## config.mk

```make
export PLATFORM = sky130hd
export DESIGN_NAME = ones_window_counter_flat
export DESIGN_NICKNAME = d
export VERILOG_FILES = /design/src/rtl/ones_cnt_pkg.sv /design/src/rtl/ones_window_counter_if.sv /design/src/rtl/ones_cnt_lane.sv /design/src/rtl/ones_window_counter.sv /design/src/flat_wrapper.sv
export SDC_FILE = /design/constraint.sdc
export NUM_CORES = 1
export LEC_CHECK = 0
export BUFFER_PORTS_ARGS = -buffer_cell sky130_fd_sc_hd__buf_2
export CORE_MARGIN = 5
export CORE_UTILIZATION = 50
export DETAILED_ROUTE_END_ITERATION = 12
export PLACE_DENSITY = 0.82
export SLEW_MARGIN = 15
export SYNTH_ARGS = -nofsm -noshare
export SYNTH_HDL_FRONTEND = slang
export SYNTH_SLANG_ARGS = --single-unit
export TNS_END_PERCENT = 1
```

## constraint.sdc

```tcl
create_clock -name clk -period 3.15 [get_ports clk]
set_input_delay 0.1575 -clock clk [delete_from_list [all_inputs] [get_ports clk]]
set_output_delay 0.1575 -clock clk [all_outputs]
set_load 0.005 [all_outputs]
```

## src/rtl/ones_cnt_pkg.sv

```systemverilog
// Shared FSM state encoding and default parameters for the windowed ones counter.
package ones_cnt_pkg;

    localparam int DEF_NUM_CH   = 4;
    localparam int DEF_CNT_W    = 4;
    localparam int DEF_WIN_LEN  = 16;
    localparam int DEF_SATURATE = 1;

    typedef logic [1:0] state_t;

    localparam state_t IDLE  = 2'd0;
    localparam state_t COUNT = 2'd1;
    localparam state_t DONE  = 2'd2;

    // Sample counter must reach WIN_LEN itself, hence the +1.
    function automatic int scnt_width(input int win_len);
        return (win_len < 2) ? 1 : $clog2(win_len + 1);
    endfunction

endpackage

```

## src/rtl/ones_window_counter_if.sv

```systemverilog
// Control, serial data and result bundle between a window master and the counter.
interface ones_window_counter_if
    import ones_cnt_pkg::*;
#(
    parameter int NUM_CH = DEF_NUM_CH,
    parameter int CNT_W  = DEF_CNT_W
);

    logic                    start;
    logic                    abort;
    logic [NUM_CH-1:0]       data;
    logic                    busy;
    logic                    valid;
    logic [NUM_CH*CNT_W-1:0] count;
    logic [NUM_CH-1:0]       overflow;

    modport master (
        output start, abort, data,
        input  busy, valid, count, overflow
    );

    modport slave (
        input  start, abort, data,
        output busy, valid, count, overflow
    );

endinterface

```

## src/rtl/ones_cnt_lane.sv

```systemverilog
// One channel's ones accumulator with a sticky overflow flag for the current window.
module ones_cnt_lane
    import ones_cnt_pkg::*;
#(
    parameter int CNT_W    = DEF_CNT_W,
    parameter int SATURATE = DEF_SATURATE
) (
    input  logic             clk,
    input  logic             reset,
    input  logic             clear,
    input  logic             enable,
    input  logic             bit_in,
    output logic [CNT_W-1:0] acc_upd,
    output logic             ovf_upd
);

    localparam logic [CNT_W-1:0] MAX = '1;

    logic [CNT_W-1:0] acc;
    logic             ovf;

    // acc_upd/ovf_upd already include the current bit so the top can load the final sample.
    always_comb begin
        acc_upd = acc;
        ovf_upd = ovf;
        if (bit_in) begin
            if (acc == MAX) begin
                ovf_upd = 1'b1;
                acc_upd = (SATURATE != 0) ? acc : '0;
            end else begin
                acc_upd = acc + CNT_W'(1);
            end
        end
    end

    always_ff @(posedge clk or negedge reset) begin
        if (!reset) begin
            acc <= '0;
            ovf <= 1'b0;
        end else if (clear) begin
            acc <= '0;
            ovf <= 1'b0;
        end else if (enable) begin
            acc <= acc_upd;
            ovf <= ovf_upd;
        end
    end

endmodule

```

## src/rtl/ones_window_counter.sv

```systemverilog
// Counts ones per serial channel over a fixed-length window and publishes a one-cycle result.
module ones_window_counter
    import ones_cnt_pkg::*;
#(
    parameter int NUM_CH   = DEF_NUM_CH,
    parameter int CNT_W    = DEF_CNT_W,
    parameter int WIN_LEN  = DEF_WIN_LEN,
    parameter int SATURATE = DEF_SATURATE
) (
    input logic                  clk,
    input logic                  reset,
    ones_window_counter_if.slave bus
);

    localparam int                SCNT_W      = scnt_width(WIN_LEN);
    localparam logic [SCNT_W-1:0] LAST_SAMPLE = SCNT_W'(WIN_LEN - 1);

    state_t                  state;
    state_t                  state_next;
    logic [SCNT_W-1:0]       scnt;
    logic                    lane_clear;
    logic                    lane_enable;
    logic                    window_end;
    logic [NUM_CH*CNT_W-1:0] acc_upd_all;
    logic [NUM_CH-1:0]       ovf_upd_all;
    logic                    busy_q;
    logic                    valid_q;
    logic [NUM_CH*CNT_W-1:0] count_q;
    logic [NUM_CH-1:0]       overflow_q;

    assign window_end  = (scnt == LAST_SAMPLE);
    assign lane_enable = (state == COUNT) && !bus.abort;

    // Abort wins over both start and completion; start in DONE chains straight into a new window.
    always_comb begin
        state_next = state;
        lane_clear = 1'b0;
        case (state)
            IDLE: begin
                if (bus.start) begin
                    state_next = COUNT;
                    lane_clear = 1'b1;
                end
            end
            COUNT: begin
                if (bus.abort)       state_next = IDLE;
                else if (window_end) state_next = DONE;
            end
            DONE: begin
                if (bus.abort) begin
                    state_next = IDLE;
                end else if (bus.start) begin
                    state_next = COUNT;
                    lane_clear = 1'b1;
                end else begin
                    state_next = IDLE;
                end
            end
            default: state_next = IDLE;
        endcase
    end

    always_ff @(posedge clk or negedge reset) begin
        if (!reset) begin
            state      <= IDLE;
            scnt       <= '0;
            busy_q     <= 1'b0;
            valid_q    <= 1'b0;
            count_q    <= '0;
            overflow_q <= '0;
        end else begin
            state   <= state_next;
            busy_q  <= (state_next == COUNT);
            valid_q <= (state_next == DONE);
            if (lane_clear)       scnt <= '0;
            else if (lane_enable) scnt <= scnt + SCNT_W'(1);
            if (lane_enable && window_end) begin
                count_q    <= acc_upd_all;
                overflow_q <= ovf_upd_all;
            end
        end
    end

    for (genvar i = 0; i < NUM_CH; i++) begin : g_lane
        ones_cnt_lane #(
            .CNT_W    (CNT_W),
            .SATURATE (SATURATE)
        ) u_lane (
            .clk     (clk),
            .reset   (reset),
            .clear   (lane_clear),
            .enable  (lane_enable),
            .bit_in  (bus.data[i]),
            .acc_upd (acc_upd_all[i*CNT_W +: CNT_W]),
            .ovf_upd (ovf_upd_all[i])
        );
    end

    assign bus.busy     = busy_q;
    assign bus.valid    = valid_q;
    assign bus.count    = count_q;
    assign bus.overflow = overflow_q;

endmodule

```

## src/flat_wrapper.sv

```systemverilog
// flat-port wrapper written by rule: the top's interface ports become plain ports
module ones_window_counter_flat import ones_cnt_pkg::*;
#(
    parameter int NUM_CH   = DEF_NUM_CH,
    parameter int CNT_W    = DEF_CNT_W,
    parameter int WIN_LEN  = DEF_WIN_LEN,
    parameter int SATURATE = DEF_SATURATE
)
  (clk, reset, bus_start, bus_abort, bus_data, bus_busy, bus_valid, bus_count, bus_overflow);
  ones_window_counter_if #(.NUM_CH(NUM_CH), .CNT_W(CNT_W)) bus_i ();
  input logic clk;
  input logic reset;
  input wire logic [$bits(bus_i.start)-1:0] bus_start;
  input wire logic [$bits(bus_i.abort)-1:0] bus_abort;
  input wire logic [$bits(bus_i.data)-1:0] bus_data;
  output wire logic [$bits(bus_i.busy)-1:0] bus_busy;
  output wire logic [$bits(bus_i.valid)-1:0] bus_valid;
  output wire logic [$bits(bus_i.count)-1:0] bus_count;
  output wire logic [$bits(bus_i.overflow)-1:0] bus_overflow;
  assign bus_i.start = bus_start;
  assign bus_i.abort = bus_abort;
  assign bus_i.data = bus_data;
  assign bus_busy = bus_i.busy;
  assign bus_valid = bus_i.valid;
  assign bus_count = bus_i.count;
  assign bus_overflow = bus_i.overflow;
  ones_window_counter #(.NUM_CH(NUM_CH), .CNT_W(CNT_W), .WIN_LEN(WIN_LEN), .SATURATE(SATURATE)) u_core (.clk(clk), .reset(reset), .bus(bus_i));
endmodule
```

# Word level (Yosys, flattened, before mapping)
# Cells that the tools add are included.
dict set report classes {
  n_addsub 5
  mul 0
  n_div 0
  order_cmp 0
  eq_ne 9
  shift 0
  muxes 43
  bitwise_logic 0
  n_reduce_logical 5
}
# operator count
set ops {}
lappend ops {{4-bit two-way mux} 16}
lappend ops {{1-bit two-way mux} 19}
lappend ops {{4-bit by 1-bit adder with 4-bit output (second input constant)} 4}
lappend ops {{4-bit == test (second input constant)} 4}
lappend ops {{5-bit two-way mux} 2}
lappend ops {{2-bit two-way mux} 4}
lappend ops {{2-bit one-hot mux with 3 select lines} 1}
lappend ops {{5-bit by 1-bit adder with 5-bit output (second input constant)} 1}
lappend ops {{5-bit by 4-bit == test with 1-bit output (second input constant)} 1}
lappend ops {{2-bit by 1-bit == test with 1-bit output (second input constant)} 2}
lappend ops {{2-bit == test (second input constant)} 2}
lappend ops {{1-bit logical AND} 2}
lappend ops {{2-bit logical NOT} 1}
lappend ops {{1-bit one-hot mux with 2 select lines} 1}
lappend ops {{2-bit nonzero test} 1}
lappend ops {{1-bit logical NOT} 1}
dict set report word_totals {
  reg_bits 49
  latchBits 0
  mem_bits_rw 0
  mem_bits_ro 0
  input_bits 8
  word_cells 76
  mem_count 0
}

# Depth between registers and ports, before layout
# Gate-level depths: netlist of run 1.
dict set report depth {
  depth_word 5
  depth_mapped 8
  depth_no_buf 7
}

# By module
# From an unflattened synthesis of run 1, not the netlist that was laid out.
dict set report unflattened {
  cells_unflattened 210
  area_unflattened_um2 2546.2
}
# mod instances cells_per_inst area_per_inst_um2 seq_area_each_um2
set modules_own_cells {}
lappend modules_own_cells {ones_cnt_lane 4 33 325.3 125.1}
lappend modules_own_cells {ones_window_counter 1 78 1244.9 725.7}

# Worst setup path after synthesis of run 1
# No wires, ideal clock.
dict set report synth_timing {
  kind {register to register}
  startpoint {register u_core.scnt[0]}
  endpoint {register u_core.count_q[11], in the netlist u_core.bus.count[11]}
  setup_ps 83
  arrival_time_ps 1670
  setup_slack_ps 1397
  path_stages_with_launch 9
  period_less_slack_ps 1753
  cell_sequence {dfrtp_1 -> ha_1 -> and3_1 -> ha_1 -> nand4bb_1 -> buf_2 -> buf_1 -> nand2_1 -> o21ai_0}
}
dict set report synth_via {
  elab_chain_len 2
}
# item line
set synth_lines {}
lappend synth_lines {{from (decl)} ones_window_counter.sv:20} ;# logic [SCNT_W-1:0] scnt;
lappend synth_lines {{from (signal assigned)} ones_window_counter.sv:76} ;# else if (lane_enable) scnt <= scnt + SCNT_W'(1);
lappend synth_lines {{5-bit by 4-bit == test with 1-bit output} ones_window_counter.sv:31} ;# assign window_end = (scnt == LAST_SAMPLE);
lappend synth_lines {{1-bit logical AND} ones_window_counter.sv:77} ;# if (lane_enable && window_end) begin
lappend synth_lines {{to (signal assigned)} ones_window_counter.sv:78} ;# count_q <= acc_upd_all;
lappend synth_lines {{to (decl)} ones_window_counter.sv:28} ;# logic [NUM_CH*CNT_W-1:0] count_q;
# No other way between the ends.
# A chain may end at the register's enable or synchronous reset.

# Worst setup path in the final report of run 1
dict set report layout_timing {
  startpoint {register u_core.scnt[0]}
  endpoint {register u_core.count_q[4], in the netlist u_core.bus.count[4]}
}
# The elaborated chain is that of the path after synthesis.

==> results of run 1 <==
-- per-layer routing --
layer / vias to the layer above / track usage, % / wire (um)
li1: 962 / - / -
met1: 930 / 21.3 / 2290
met2: 42 / 29.4 / 2350
met3: 10 / 4.08 / 211
met4: 0 / 8.04 / 121
met5: - / 0 / 0
-- state kept, by name (all words and copies together) (netlist names) --
signal and count:
u_core.scnt 5, u_core.g_lane.u_lane.acc 16, u_core.state 2, u_core.bus.overflow 4
u_core.bus.valid 1, u_core.bus.count 16, u_core.g_lane.u_lane.ovf 4, u_core.bus.busy 1
-- worst paths after layout --
| kind | startpoint | to | slack (ps) | depth (start not counted) |
|---|---|---|---|---|
| setup / recovery | u_core.scnt[0] | u_core.bus.count[4] | 1150 | 8 |
| hold / removal | bus_data[1] | u_core.g_lane[1].u_lane.acc[1] | 180 | 3 |
| setup reg to reg | u_core.scnt[0] | u_core.bus.count[4] | 1150 | 8 |
| hold reg to reg | u_core.bus.overflow[3] | u_core.bus.overflow[3] | 480 | 2 |
| max in group asynchronous | reset | u_core.bus.count[9] | 2340 | 2 |
| min in group asynchronous | reset | u_core.bus.count[6] | 390 | 2 |
-- power groups by stage --
stage	combinational, mW	sequential (mW)	clock, mW
after global routing	0.286	0.777	0.504
after detailed placement	0.246	0.774	0
after floorplan	0.183	0.756	0
after global placement	0.238	0.770	0
final	0.248	0.764	0.474
after CTS	0.248	0.762	0.484
-- layout by cell type (no fill, tap or decap), types with 6 or more instances in the layout --
master    count
a21oi_1      16
nand2b_1      6
inv_1        16
clkbuf_8      6
nor2_1       14
ha_1          6
dfrtp_1      49
buf_2        28
o22ai_1       6
or3_1         6
o21ai_0      25
o211ai_1      8
nand2_1      13
nand4_1       8
a31oi_1      20
-- layout make-up --
class	instances	area [um^2]
Fill cell	388	1960
Sequential cell	49	1230
Multi-Input combinational cell	169	1040
Timing Repair Buffer	34	188
Clock buffer	6	82.6
Tap cell	54	67.6
Inverter	16	60.1
Clock inverter	2	37.5
-- cells in the mapped netlist --
cell	number	share of area, %
nand4_1	8	2.1
nand4bb_1	1	0.48
inv_1	16	2.5
nor3b_2	1	0.53
clkbuf_1	5	0.79
nand2_1	13	2.1
buf_2	4	0.85
dfrtp_1	49	52
and3_1	5	1.3
a41oi_1	4	1.5
o22ai_1	6	1.6
nor2_1	14	2.2
or3b_1	1	0.37
a21oi_1	16	3.4
buf_1	1	0.16
a211oi_1	2	0.63
a31oi_1	20	5.3
xnor2_1	1	0.37
mux2i_1	4	1.7
o21ai_0	25	5.3
nor2b_1	4	1.1
a21o_1	4	1.3
a311oi_1	4	1.5
nand3_1	5	1.1
or3_1	6	1.6
o211ai_1	8	2.5
and2_1	5	1.3
nand2b_1	6	1.6
ha_1	6	3.2
-- cells by family after synthesis --
family / count (synthesis) / share of synthesized area [%]
AOI/OAI and AO/OA: 89 / 22.9
and+or+nand+nor: 69 / 15.7
DFF: 49 / 51.8
buffers and inverters: 26 / 4.33
adders and majority gates: 6 / 3.17
muxes: 4 / 1.69
xor gates and xnor gates: 1 / 0.370
-- stage by stage --
step                      worst slack, ps  power, mW  instance area (um^2)
after floorplan                      1400      0.939                  2370
after global placement               1220       1.01                  2570
after detailed placement             1120       1.02                  2570
after CTS                            1130       1.49                  2690
after global routing                  989       1.57                  2700
final                                1150       1.49                  2700
-- critical path: stages (launching register included) --
cell and delay (ps):
dfrtp_1 420, ha_1 220, and3_1 180, ha_1 200, nand4bb_1 100, buf_4 280, inv_1 260, nor2_1 140
a31oi_1 50
==> metrics.csv, run 1 <==
stage;metric;value;unit
floorplanning;ios;30;
timing;worst_pin_slew;1040;ps
global_route;antenna_found_initial;0;
timing;hold_violations;0;
timing;setup_tns;0;ps
floorplanning;dieArea;6210;um^2
power;pwr-share-comb;16.7;%
power;pwr-share-seq;51.4;%
clock_tree;cts_resized;0;
clock_tree;cts.sinks;49;
timing;finalCriticalPeriod;2000;ps
layout;fin_nets;289;
global_route;grt_max_degree;50;
floorplanning;core_area;4660;um^2
clock_tree;cts_root_buffer;clkbuf_8;
clock_tree;clk_pin_slew;90;ps
global_route;grt_pass1_vias;1866;
synthesis;postSynthAreaPerCell;9.70;um^2
routing;vias_per_cell;5.89;
placement;gp_congestion;0.855;
power;p_leak;1.29;nW
timing;max-slew-margin-rel;30.2;%
routing;first_pass_iters;4;
power;p_int;1.05;mW
placement;dpl.cell_count;321;
placement;port_buffers;29;
routing;vias;1944;
synthesis;syn_nets;258;
clock_tree;numCtsBuffers;5;
timing;setup_viol;0;
clock_tree;tritoncts;yes;
critical_path;worst-path-max-fanout;30;
floorplanning;rows;25;
timing;fin_skew;6.07;ps
synthesis;syn-instance-count;244;
clock_tree;insertion_delay;310;ps
critical_path;cp-end-kind;flip-flop;
timing;rsz0062_at_grt;false;
critical_path;crit_type;flip-flop to flip-flop;
hold_path;hp-class;primary input to flip-flop;
routing;drc;0;
timing;finalCritPeriodShare;63.6;%
run;maxCapViolCount;0;
timing;slew_viol_final;0;
placement;dp.final_hpwl;3330;um
outcome;status;complete, no violations;
layout;drive_gt1_share;15.2;%
layout;final_core_util;57.9;%
critical_path;critPathLaunchType;flip-flop;
clock_tree;cts_setup_buffers;0;
global_route;grt.total_usage;17.5;%
synthesis;ys_warn_count;0;
floorplanning;dieWidth;78.8;um
floorplanning;start_util;50.8;%
layout;final_cell_count_no_fill;330;
routing;routedWlPerCell;15.1;um
global_route;grt-ovfl-total;0;
routing;wirelength;4970;um
clock_tree;hold_buffers;0;
power;ir_worst_vdd;256;uV
timing;fmax;0.499;GHz
power;switchingPower;433;uW
routing;drtAntennaViolNets;0;
critical_path;worstPathArrival;2170;ps
timing;whs;176;ps
power;power_density;551;nW/um^2
synthesis;seq_area_frac_synth;51.8;%
layout;insertedDiodeCount;0;
power;p_sw_share;29.2;%
synthesis;syn_area;2370;um^2
clock_tree;htreeDepth;2;
synthesis;synth_seq_cells;49;
clock_tree;cts_buffer_depth;2;
critical_path;crit_required;3320;ps
power;clockPowerShare;31.9;%
global_route;grt_pass1_wl;8500;um
routing;drt_iter0_markers;82;
layout;syn2layout_area_growth;14.1;%
floorplanning;die_h;78.8;um
synthesis;ys_types;29;
Note: power is estimated with default switching activity, not from simulation.
==> run 2: changes to the inputs <==
--- a/config.mk
+++ b/config.mk
@@ -9,7 +9,7 @@
 export CORE_MARGIN = 5
 export CORE_UTILIZATION = 50
 export DETAILED_ROUTE_END_ITERATION = 12
-export PLACE_DENSITY = 0.82
+export PLACE_DENSITY = 0.85
 export SLEW_MARGIN = 15
 export SYNTH_ARGS = -nofsm -noshare
 export SYNTH_HDL_FRONTEND = slang
==> constraint.sdc (replaced) <==
create_clock -name clk -period 1.75 [get_ports clk]
set_input_delay 0.0875 -clock clk [delete_from_list [all_inputs] [get_ports clk]]
set_output_delay 0.0875 -clock clk [all_outputs]
set_load 0.005 [all_outputs]
==> metrics.csv, run 2 (synthesis gave the netlist of run 1 again) <==
stage;metric;value;unit;change
critical_path;worst-r2r-setup-slack;90;ps;-1050 ps
routing;route.met2.wl;2710;um;+15%
critical_path;worstPathArrival;1900;ps;-270 ps
routing;wl_met3;255;um;+21%
layout;drive_gt1_share;18.7;%;+3.5 points
floorplanning;core_area;4660;um^2;unchanged
hold_path;hp-class;primary input to flip-flop;;
hold_path;whs_path_depth;3;;unchanged
outcome;status;complete, no violations;;
global_route;grt-ovfl-total;0;;unchanged
critical_path;cp-end-kind;flip-flop;;
timing;hold_violations;0;;unchanged
floorplanning;start_util;50.8;%;unchanged
clock_tree;htreeDepth;2;;unchanged
power;pwr-share-seq;49.2;%;-2.2 points
timing;finalCriticalPeriod;1660;ps;-347 ps
power;p_int;2.02;mW;+91%
global_route;antenna_found_initial;0;;unchanged
timing;setup_viol;0;;unchanged
critical_path;worst-r2r-cell-count;7;;-1
timing;finalCritPeriodShare;94.7;%;+31 points
layout;insertedDiodeCount;0;;unchanged
clock_tree;insertion_delay;310;ps;about the same
routing;drtAntennaViolNets;0;;unchanged
placement;dpl.cell_count;327;;+1.9%
routing;top_layer;met4;;
timing;fin_ws;92.7;ps;-1050 ps
run;maxCapViolCount;0;;unchanged
floorplanning;ios;30;;unchanged
critical_path;crit_type;flip-flop to flip-flop;;
layout;syn2layout_area_growth;18.1;%;
clock_tree;cts.sinks;49;;unchanged
layout;fillers;392;;+1.0%
placement;gp_congestion;0.809;;-5.4%
layout;final_cell_mix;dfrtp_1 (49), buf_2 (29), o21ai_0 (25), a31oi_1 (20), a21oi_1 (16);;
floorplanning;dieArea;6210;um^2;unchanged
placement;port_buffers;29;;unchanged
clock_tree;tritoncts;yes;;
power;p_leak;1.32;nW;+2.3%
clock_tree;numCtsBuffers;5;;unchanged
floorplanning;dieWidth;78.8;um;unchanged
routing;vias_per_cell;6.11;;+3.7%
layout;final_cell_count_no_fill;337;;+2.1%
clock_tree;cts_root_buffer;clkbuf_8;;
critical_path;regToRegEndpoint;u_core.bus.count[6];;
power;pwr-share-comb;17.0;%;+0.3 points
timing;fmax;0.603;GHz;+21%
routing;first_pass_iters;5;;+1
routing;drt_iter0_markers;114;;+39%
global_route;grt.total_usage;17.8;%;+0.37 points
routing;drc;0;;unchanged
floorplanning;die_h;78.8;um;unchanged
critical_path;crit_required;2000;ps;-1320 ps
routing;wirelength;5450;um;+9.6%
power;power_density;1000;nW/um^2;+82%
timing;worst_pin_slew;606;ps;-437 ps
power;switchingPower;790;uW;+82%
placement;dp_slack;45.4;ps;-1080 ps
global_route;grt_pass1_wl;8850;um;+4.1%
clock_tree;clk_pin_slew;90;ps;about the same
floorplanning;rows;25;;unchanged
routing;routedWlPerCell;16.2;um;+7.3%
global_route;grt_pass1_vias;1968;;+5.5%
routing;vias;2058;;+5.9%
hold_path;worstHoldStart;bus_data[1];;
critical_path;critPathLaunchType;flip-flop;;
placement;dp.final_hpwl;3630;um;+8.9%
layout;final_common_cell;dfrtp_1;;
layout;fin_nets;296;;+2.4%
clock_tree;cts_setup_buffers;0;;unchanged
timing;fin_skew;17.5;ps;+11.5 ps
routing;wl_met1;2410;um;+5.2%
timing;slew_viol_final;0;;unchanged
power;clockPowerShare;33.9;%;+2.0 points
timing;max-slew-margin-rel;59.6;%;+29 points
clock_tree;cts_buffer_depth;2;;unchanged
critical_path;r2r_start;u_core.scnt[1];;
power;ir_worst_vdd;519;uV;+100%
global_route;grt_max_degree;50;;unchanged
critical_path;worst-path-max-fanout;14;;-53%
timing;rsz0062_at_grt;true;;
hold_path;min_to;u_core.g_lane[1].u_lane.acc[1];;
power;p_sw_share;28.1;%;-1.0 points
run 2: timing repair:
item	in CTS	in global routing
endpoints found under the hold margin	49	0
endpoints found under the setup margin	0	11
hold buffers	1	0
gates resized for setup	0	7
run 2: cell type report:
cell class	instances	area, um^2	area share, %
timing repair buffer	40	234	8.37
sequential	49	1230	43.9
tap	54	67.6	2.42
inverter	16	63.8	2.28
timing repair inverter	1	7.51	0.269
multi-input combinational	169	1060	38.0
clock inverter	3	65.1	2.33
clock buffer	5	68.8	2.46
run 2: critical path, stage by stage (launching register included):
cell	delay, ps
dfrtp_1	370
ha_1	170
and3_1	160
ha_2	210
nand4bb_4	180
buf_6	200
a211oi_1	200
a21o_1	110
run 2: worst max-delay path by stage:
| stage | slack (ps) | from | cells past startpoint | endpoint |
|---|---|---|---|---|
| after detailed placement | 50 | u_core.scnt[1] | 7 | u_core.bus.count[0] |
| after CTS | 20 | u_core.scnt[1] | 7 | u_core.bus.count[12] |
| final | 90 | u_core.scnt[1] | 7 | u_core.bus.count[6] |
| after global routing | -8 | u_core.scnt[1] | 7 | u_core.bus.count[13] |
| after global placement | 110 | u_core.scnt[0] | 7 | u_core.bus.count[4] |
| after floorplan | 110 | u_core.scnt[0] | 8 | u_core.bus.count[11] |
run 2: power groups by stage:
stage / clock, mW / combinational [mW] / sequential (mW)
final: 0.950 / 0.476 / 1.38
after global routing: 0.999 / 0.552 / 1.39
after CTS: 0.964 / 0.473 / 1.37
after detailed placement: 0 / 0.467 / 1.40
after global placement: 0 / 0.454 / 1.38
after floorplan: 0 / 0.330 / 1.36
run 2: metrics by stage:
| step | power (mW) | TNS, ps | hold slack [ps] | instance area, um^2 | util (%) |
|---|---|---|---|---|---|
| finish | 2.81 | 0 | 115 | 2800 | 60.0 |
| global route | 2.95 | -13.3 | 130 | 2800 | 60.0 |
| CTS | 2.81 | 0 | 112 | 2760 | 59.1 |
| detailed placement | 1.86 | 0 | 224 | 2610 | 56.1 |
| global placement | 1.84 | 0 | 219 | 2610 | 56.1 |
| floorplan | 1.69 | 0 | -208 | 2370 | - |
run 2: layer usage:
metal	track usage [%]	vias up
met4	6.99	0
met3	3.40	7
met1	22.3	1015
met2	30.5	58
li1	-	978
met5	0	-
